**config.mk**
```make
export PLATFORM = sky130hd
export DESIGN_NAME = phase_sequencer_flat
export DESIGN_NICKNAME = d
export VERILOG_FILES = /design/src/rtl/phase_sequencer_pkg.sv /design/src/rtl/phase_sequencer_if.sv /design/src/rtl/phase_sequencer_stall_watchdog.sv /design/src/rtl/phase_sequencer.sv /design/src/flat_wrapper.sv
export SDC_FILE = /design/constraint.sdc
export NUM_CORES = 1
export LEC_CHECK = 0
export BUFFER_PORTS_ARGS = -buffer_cell sky130_fd_sc_hd__buf_2
export CAP_MARGIN = 20
export CORE_ASPECT_RATIO = 0.8
export CORE_MARGIN = 8
export CORE_UTILIZATION = 24
export DETAILED_ROUTE_END_ITERATION = 8
export MAX_ROUTING_LAYER = met4
export SKIP_LAST_GASP = 1
export SLEW_MARGIN = 15
export SYNTH_ARGS = -nofsm -noshare
export SYNTH_HDL_FRONTEND = slang
export SYNTH_HIERARCHICAL = 1
export SYNTH_SLANG_ARGS = --single-unit
export TNS_END_PERCENT = 50
```
**constraint.sdc**
```tcl
create_clock -name clk -period 5.9 [get_ports clk]
set_clock_uncertainty 0.2 [all_clocks]
set_input_delay 1.475 -clock clk [delete_from_list [all_inputs] [get_ports clk]]
set_output_delay 1.475 -clock clk [all_outputs]
set_load 0.03 [all_outputs]
```
**src/rtl/phase_sequencer_pkg.sv**
```systemverilog
// Shared definitions for the phase sequencer: FSM state encoding, phase
// constants and the default memory-stall tolerance.
package phase_sequencer_pkg;

  typedef enum logic [2:0] {
    ST_IDLE = 3'd0,
    ST_RUN  = 3'd1,
    ST_STEP = 3'd2,
    ST_HALT = 3'd3,
    ST_ERR  = 3'd4
  } state_e;

  typedef logic [2:0] phase_t;

  localparam phase_t PH0 = 3'd0;
  localparam phase_t PH1 = 3'd1;
  localparam phase_t PH2 = 3'd2;
  localparam phase_t PH3 = 3'd3;
  localparam phase_t PH4 = 3'd4;
  localparam phase_t PH5 = 3'd5;

  // Memory-stall cycles tolerated in phase 3 before the sequencer errors out.
  localparam logic [7:0] STALL_LIMIT_DEFAULT = 8'd255;

  function automatic logic is_active(state_e s);
    return (s == ST_RUN) || (s == ST_STEP);
  endfunction

endpackage

```
**src/rtl/phase_sequencer_if.sv**
```systemverilog
// Control/status bundle between the phase sequencer and its environment.
//   run, step       : execution requests (level / single-cycle pulse)
//   hlt             : halt flag from the instruction decoder
//   mem_e, mem_ready: phase-3 memory use and its completion handshake
//   phase           : current phase 0..5
//   running, halted, err : registered, mutually exclusive status
//   instr_count     : retired-instruction counter, CNT_W bits
// Modport master drives the requests; modport slave is the sequencer.
interface phase_sequencer_if #(parameter int CNT_W = 16);
  import phase_sequencer_pkg::*;

  logic             run;
  logic             step;
  logic             hlt;
  logic             mem_e;
  logic             mem_ready;
  phase_t           phase;
  logic             running;
  logic             halted;
  logic             err;
  logic [CNT_W-1:0] instr_count;

  modport master (
    output run, step, hlt, mem_e, mem_ready,
    input  phase, running, halted, err, instr_count
  );

  modport slave (
    input  run, step, hlt, mem_e, mem_ready,
    output phase, running, halted, err, instr_count
  );

endinterface

```
**src/rtl/phase_sequencer_stall_watchdog.sv**
```systemverilog
// Counts consecutive memory-stall cycles and flags a timeout.
//   clk, rst : clock, synchronous active-high reset
//   stall    : phase is being held waiting for memory this cycle
//   timeout  : this stalled cycle is the LIMIT-th in a row
// The count clears whenever the stall ends (phase 3 is left) or on timeout.
module stall_watchdog
  import phase_sequencer_pkg::*;
#(
  parameter logic [7:0] LIMIT = STALL_LIMIT_DEFAULT
) (
  input  logic clk,
  input  logic rst,
  input  logic stall,
  output logic timeout
);

  logic [7:0] count_q;

  // Compare in 9 bits so count_q + 1 cannot wrap against LIMIT = 255.
  assign timeout = stall && (({1'b0, count_q} + 9'd1) >= {1'b0, LIMIT});

  // NOTE: state registers use non-blocking assignments so every flop samples
  // pre-edge values regardless of process evaluation order.
  always_ff @(posedge clk) begin
    if (rst || !stall || timeout) begin
      count_q <= 8'd0;
    end else begin
      count_q <= count_q + 8'd1;
    end
  end

endmodule

```
**src/rtl/phase_sequencer.sv**
```systemverilog
// Instruction phase sequencer: steps the decoder through phases 0..5 per
// instruction, stalls phase 3 on memory, counts retired instructions and
// handles halt and stall-timeout terminal states.
//   clk, rst : clock, synchronous active-high reset
//   bus      : phase_sequencer_if slave (requests in, phase/status out)
// STALL_LIMIT sets the stall tolerance; CNT_W must match the interface.
module phase_sequencer
  import phase_sequencer_pkg::*;
#(
  parameter logic [7:0] STALL_LIMIT = STALL_LIMIT_DEFAULT,
  parameter int         CNT_W       = 16
) (
  input  logic               clk,
  input  logic               rst,
  phase_sequencer_if.slave   bus
);

  state_e           state_q, state_d;
  phase_t           phase_q, phase_d;
  logic [CNT_W-1:0] count_q, count_d;
  logic             hlt_seen_q, hlt_seen_d;
  logic             running_q, halted_q, err_q;
  logic             running_d, halted_d, err_d;
  logic             stall, timeout;

  assign stall = is_active(state_q) && (phase_q == PH3) && bus.mem_e && !bus.mem_ready;

  stall_watchdog #(.LIMIT(STALL_LIMIT)) u_watchdog (
    .clk     (clk),
    .rst     (rst),
    .stall   (stall),
    .timeout (timeout)
  );

  // State register: reset wins over everything, so no partial retire counts.
  always_ff @(posedge clk) begin
    if (rst) begin
      state_q    <= ST_IDLE;
      phase_q    <= PH0;
      count_q    <= '0;
      hlt_seen_q <= 1'b0;
      running_q  <= 1'b0;
      halted_q   <= 1'b0;
      err_q      <= 1'b0;
    end else begin
      state_q    <= state_d;
      phase_q    <= phase_d;
      count_q    <= count_d;
      hlt_seen_q <= hlt_seen_d;
      running_q  <= running_d;
      halted_q   <= halted_d;
      err_q      <= err_d;
    end
  end

  // Next-state logic.
  always_comb begin
    // NOTE: every variable gets a default first so no path infers a latch.
    state_d    = state_q;
    phase_d    = phase_q;
    count_d    = count_q;
    hlt_seen_d = hlt_seen_q;

    unique case (state_q)
      ST_IDLE: begin
        phase_d    = PH0;
        hlt_seen_d = 1'b0;
        if (bus.run)       state_d = ST_RUN;
        else if (bus.step) state_d = ST_STEP;
      end

      ST_RUN, ST_STEP: begin
        // hlt is remembered from any of phases 1..5 and acted on at retire.
        if (bus.hlt && (phase_q != PH0)) hlt_seen_d = 1'b1;

        if (timeout) begin
          state_d    = ST_ERR;
          phase_d    = PH0;
          hlt_seen_d = 1'b0;
        end else begin
          case (phase_q)
            PH0, PH1, PH2, PH4: phase_d = phase_q + 3'd1;
            PH3:                if (!stall) phase_d = PH4;
            PH5: begin
              phase_d    = PH0;
              count_d    = count_q + CNT_W'(1);
              hlt_seen_d = 1'b0;
              if (hlt_seen_q || bus.hlt)             state_d = ST_HALT;
              else if (state_q == ST_STEP || !bus.run) state_d = ST_IDLE;
            end
            default: begin
              state_d    = ST_IDLE;
              phase_d    = PH0;
              hlt_seen_d = 1'b0;
            end
          endcase
        end
      end

      ST_HALT, ST_ERR: phase_d = PH0;

      default: begin
        state_d    = ST_IDLE;
        phase_d    = PH0;
        hlt_seen_d = 1'b0;
      end
    endcase
  end

  // Status outputs are decoded from the next state and registered alongside it.
  always_comb begin
    running_d = is_active(state_d);
    halted_d  = (state_d == ST_HALT);
    err_d     = (state_d == ST_ERR);
  end

  assign bus.phase       = phase_q;
  assign bus.running     = running_q;
  assign bus.halted      = halted_q;
  assign bus.err         = err_q;
  assign bus.instr_count = count_q;

endmodule

```
**src/flat_wrapper.sv**
```systemverilog
// flat-port wrapper written by rule: the top's interface ports become plain ports
module phase_sequencer_flat import phase_sequencer_pkg::*;
#(
  parameter logic [7:0] STALL_LIMIT = STALL_LIMIT_DEFAULT,
  parameter int         CNT_W       = 16
)
  (clk, rst, bus_run, bus_step, bus_hlt, bus_mem_e, bus_mem_ready, bus_phase, bus_running, bus_halted, bus_err, bus_instr_count);
  phase_sequencer_if #(.CNT_W(CNT_W)) bus_i ();
  input  logic clk;
  input  logic rst;
  input wire logic [$bits(bus_i.run)-1:0] bus_run;
  input wire logic [$bits(bus_i.step)-1:0] bus_step;
  input wire logic [$bits(bus_i.hlt)-1:0] bus_hlt;
  input wire logic [$bits(bus_i.mem_e)-1:0] bus_mem_e;
  input wire logic [$bits(bus_i.mem_ready)-1:0] bus_mem_ready;
  output wire logic [$bits(bus_i.phase)-1:0] bus_phase;
  output wire logic [$bits(bus_i.running)-1:0] bus_running;
  output wire logic [$bits(bus_i.halted)-1:0] bus_halted;
  output wire logic [$bits(bus_i.err)-1:0] bus_err;
  output wire logic [$bits(bus_i.instr_count)-1:0] bus_instr_count;
  assign bus_i.run = bus_run;
  assign bus_i.step = bus_step;
  assign bus_i.hlt = bus_hlt;
  assign bus_i.mem_e = bus_mem_e;
  assign bus_i.mem_ready = bus_mem_ready;
  assign bus_phase = bus_i.phase;
  assign bus_running = bus_i.running;
  assign bus_halted = bus_i.halted;
  assign bus_err = bus_i.err;
  assign bus_instr_count = bus_i.instr_count;
  phase_sequencer #(.STALL_LIMIT(STALL_LIMIT), .CNT_W(CNT_W)) u_core (.clk(clk), .rst(rst), .bus(bus_i));
endmodule
```
==> impl_metrics.json <==
{
  "grt_overflow": 0,
  "r2r-start": "u_core/u_watchdog/count_q[0]",
  "p_comb_frac": 0.100,
  "post-route-period-util": 0.569,
  "cts_hold_buf": 0,
  "core_sq_um": 6960,
  "vias": 1381,
  "die_x_um": 111,
  "hpwlAfterDp_um": 2790,
  "critPathKind": "in2reg",
  "power_switching_w": 0.000110,
  "grt_use_met3": 0.0137,
  "num_antenna_cells": 0,
  "maxSlewViolCount": 0,
  "fmax_mhz": 298,
  "synth_compound_area_frac": 0.126,
  "grt_pass1_wl_um": 6760,
  "busiest_layer": "met1",
  "clk_root_buffer_cell": "clkbuf_8",
  "ir_worst_vdd_mv": 0.0948,
  "reg2reg_to": "u_core/bus.instr_count[12]",
  "p_per_area_nw_per_um2": 221,
  "critPathLaunchType": "primary input",
  "nNetsFinal": 234,
  "relSlewSlack": 0.637,
  "start_util": 0.251,
  "status": "finished clean",
  "synthCells": 191,
  "r2r_setup_slack_ns": 2.91,
  "clk-insertion-delay-late_ns": 0.27,
  "rr_worst_depth": 11,
  "post-route-drc-count": 0,
  "synth_fa_ha_area_frac": 0.0573,
  "clockBufferDepth": 2,
  "p_leak_nw": 0.805,
  "synth.largest_area_cell": "dfxtp_1",
  "max-cap-violations": 0,
  "synthTopCellsByArea": "dfxtp_1, xor2_1, nor2_1",
  "grtUsageMet2": 0.105,
  "yosysMostFrequentCell": "dfxtp_1",
  "hp-class": "reg2reg",
  "seq_power_share": 0.529,
  "postCtsSetupRepairBufs": 0,
  "synth-seq-area-share": 0.390,
  "met1_usage": 0.113,
  "worstSetupEndpointType": "flop",
  "final_util": 0.294,
  "portBuffers": 28,
  "cts-resized-gates": 0,
  "setup_violations": 0,
  "hold_viol_final": 0,
  "yosys.area_share.simple": 0.278,
  "p_sw_frac": 0.243,
  "synth-edff-count": 0,
  "setup-tns-final_ns": 0,
  "min_delay_worst_endpoint": "u_core/u_watchdog/count_q[7]",
  "clk_pin_slew_worst_paths_ns": 0.07,
  "worst_pin_slew_ns": 0.543,
  "antenna_found_initial": 0,
  "area_growth_pct": 17.1,
  "hold_depth": 2,
  "wirelength_um": 3780,
  "cts_num_sinks": 34,
  "grt_pass1_vias": 1388,
  "path_max_fanout": 11,
  "grt_start_max_net_pins": 25,
  "clkPwrFrac": 0.371,
  "muxShareOfSynthArea": 0,
  "chipHeight_um": 92.3,
  "die-area_sq_um": 10300,
  "synth_top_family_by_area": "simple AND/OR/NAND/NOR gates",
  "gp_congestion": 0.797,
  "drive_gt1_frac": 0.216,
  "fillers": 744,
  "synthXorXnorAreaFrac": 0.120,
  "yosys_warnings": 6,
  "async_reset_ff_frac": 0,
  "arrival_ns": 3.33,
  "cts_tree": "yes",
  "synth.distinct_cells": 42,
  "grt_use_total": 0.0787,
  "synth_nets": 206,
  "synth_top_area_share": 0.390,
  "ys_ff_latch": 34,
  "grt_setup_unrepaired": "no",
  "num_io_pins": 29,
  "seq_area_sq_um": 681,
  "worstHoldStart": "u_core/u_watchdog/count_q[7]",
  "dr.pass1.iters": 4,
  "htree_num_levels": 2,
  "numCtsBuffers": 5,
  "syn_avg_cell_area_sq_um": 9.14,
  "whs_ns": 0.310,
  "multi_input_area_sq_um": 1020,
  "wl_per_cell_um": 12.4,
  "drt_iter0_markers": 92,
  "netlist_area_sq_um": 1750,
  "vias_per_cell": 4.53,
  "ys_top_cells_by_count": "dfxtp_1, nor2_1, xor2_1",
  "cp.required_ns": 5.87,
  "rows": 27,
  "synth_flop_cell": "dfxtp_1",
  "ant_nets": 0,
  "p_int_w": 0.000341,
  "period_minus_slack_ns": 3.36
}
[power groups by stage]
stage	combinational, W	sequential [W]	clock [W]
6_report	0.0000452	0.000239	0.000167
5_1_grt	0.0000506	0.000240	0.000185
4_1_cts	0.0000457	0.000239	0.000175
3_5_place_dp	0.0000456	0.000244	0
3_3_place_gp	0.0000453	0.000244	0
2_1_floorplan	0.0000302	0.000248	0
[sequential cells by signal (all words and copies together), names as in the netlist]
signal                     cells
u_core/hlt_seen_q              1
u_core/bus.running             1
u_core/bus.instr_count        16
u_core/u_watchdog/count_q      8
u_core/bus.err                 1
u_core/bus.halted              1
u_core/bus.phase               3
u_core/state_q                 3
[final cells by class]
cell class / count / share of cell area
tap: 87 / 0.0533
clock buffer: 6 / 0.0404
inverter: 4 / 0.00735
multi-input combinational: 146 / 0.497
sequential: 34 / 0.333
timing repair buffer: 28 / 0.0686
[worst max-delay path, stage by stage]
cell	delay (ns)
buf_2	0.11
nor4_4	0.42
and3_1	0.31
nand4bb_1	0.25
nor2_2	0.16
a221oi_2	0.37
xnor2_1	0.16
nor2_1	0.06
[placed cells by master, fill, tap and decap left out, types with 6 or more instances in the layout]
cell type | synthesis | layout
nand2_1 | 11 | 11
nor2_1 | 31 | 31
a211oi_1 | 6 | 6
a21oi_1 | 6 | 6
buf_2 | 0 | 28
dfxtp_1 | 34 | 34
nand4_1 | 8 | 8
xor2_1 | 15 | 15
nand3_1 | 9 | 9
clkbuf_8 | 0 | 6
ha_1 | 8 | 8
[per-stage QoR]
step / setup slack [ns] / power, W / std cells / instance area (sq um)
5_1_grt: 2.36 / 0.000475 / 305 / 2040
3_5_place_dp: 2.26 / 0.000289 / 299 / 1960
6_report: 2.54 / 0.000451 / 305 / 2040
2_1_floorplan: 2.54 / 0.000278 / 191 / 1750
3_3_place_gp: 2.34 / 0.000289 / 299 / 1960
4_1_cts: 2.55 / 0.000459 / 305 / 2040
[worst max path at each step]
| stage | from | to | slack (ns) |
|---|---|---|---|
| 6_report | bus_mem_ready | u_core/bus.running | 2.54 |
| 5_1_grt | bus_mem_ready | u_core/bus.running | 2.36 |
| 4_1_cts | bus_mem_ready | u_core/bus.running | 2.55 |
| 3_5_place_dp | bus_mem_ready | u_core/bus.running | 2.26 |
| 3_3_place_gp | bus_mem_ready | u_core/bus.running | 2.34 |
| 2_1_floorplan | bus_mem_ready | u_core/bus.running | 2.54 |
[kinds of logic after synthesis]
logic type,count (synthesis)
flops,34
xor+xnor,21
compound gates,28
fa+ha+maj,8
simple gates,89
buf+inv,11
[layer usage]
metal	wire, um	part of all wire
met5	0	0
met4	27	0.0071
met3	50	0.013
met2	1550	0.41
met1	2150	0.57
(Power assumes the default switching activity.)
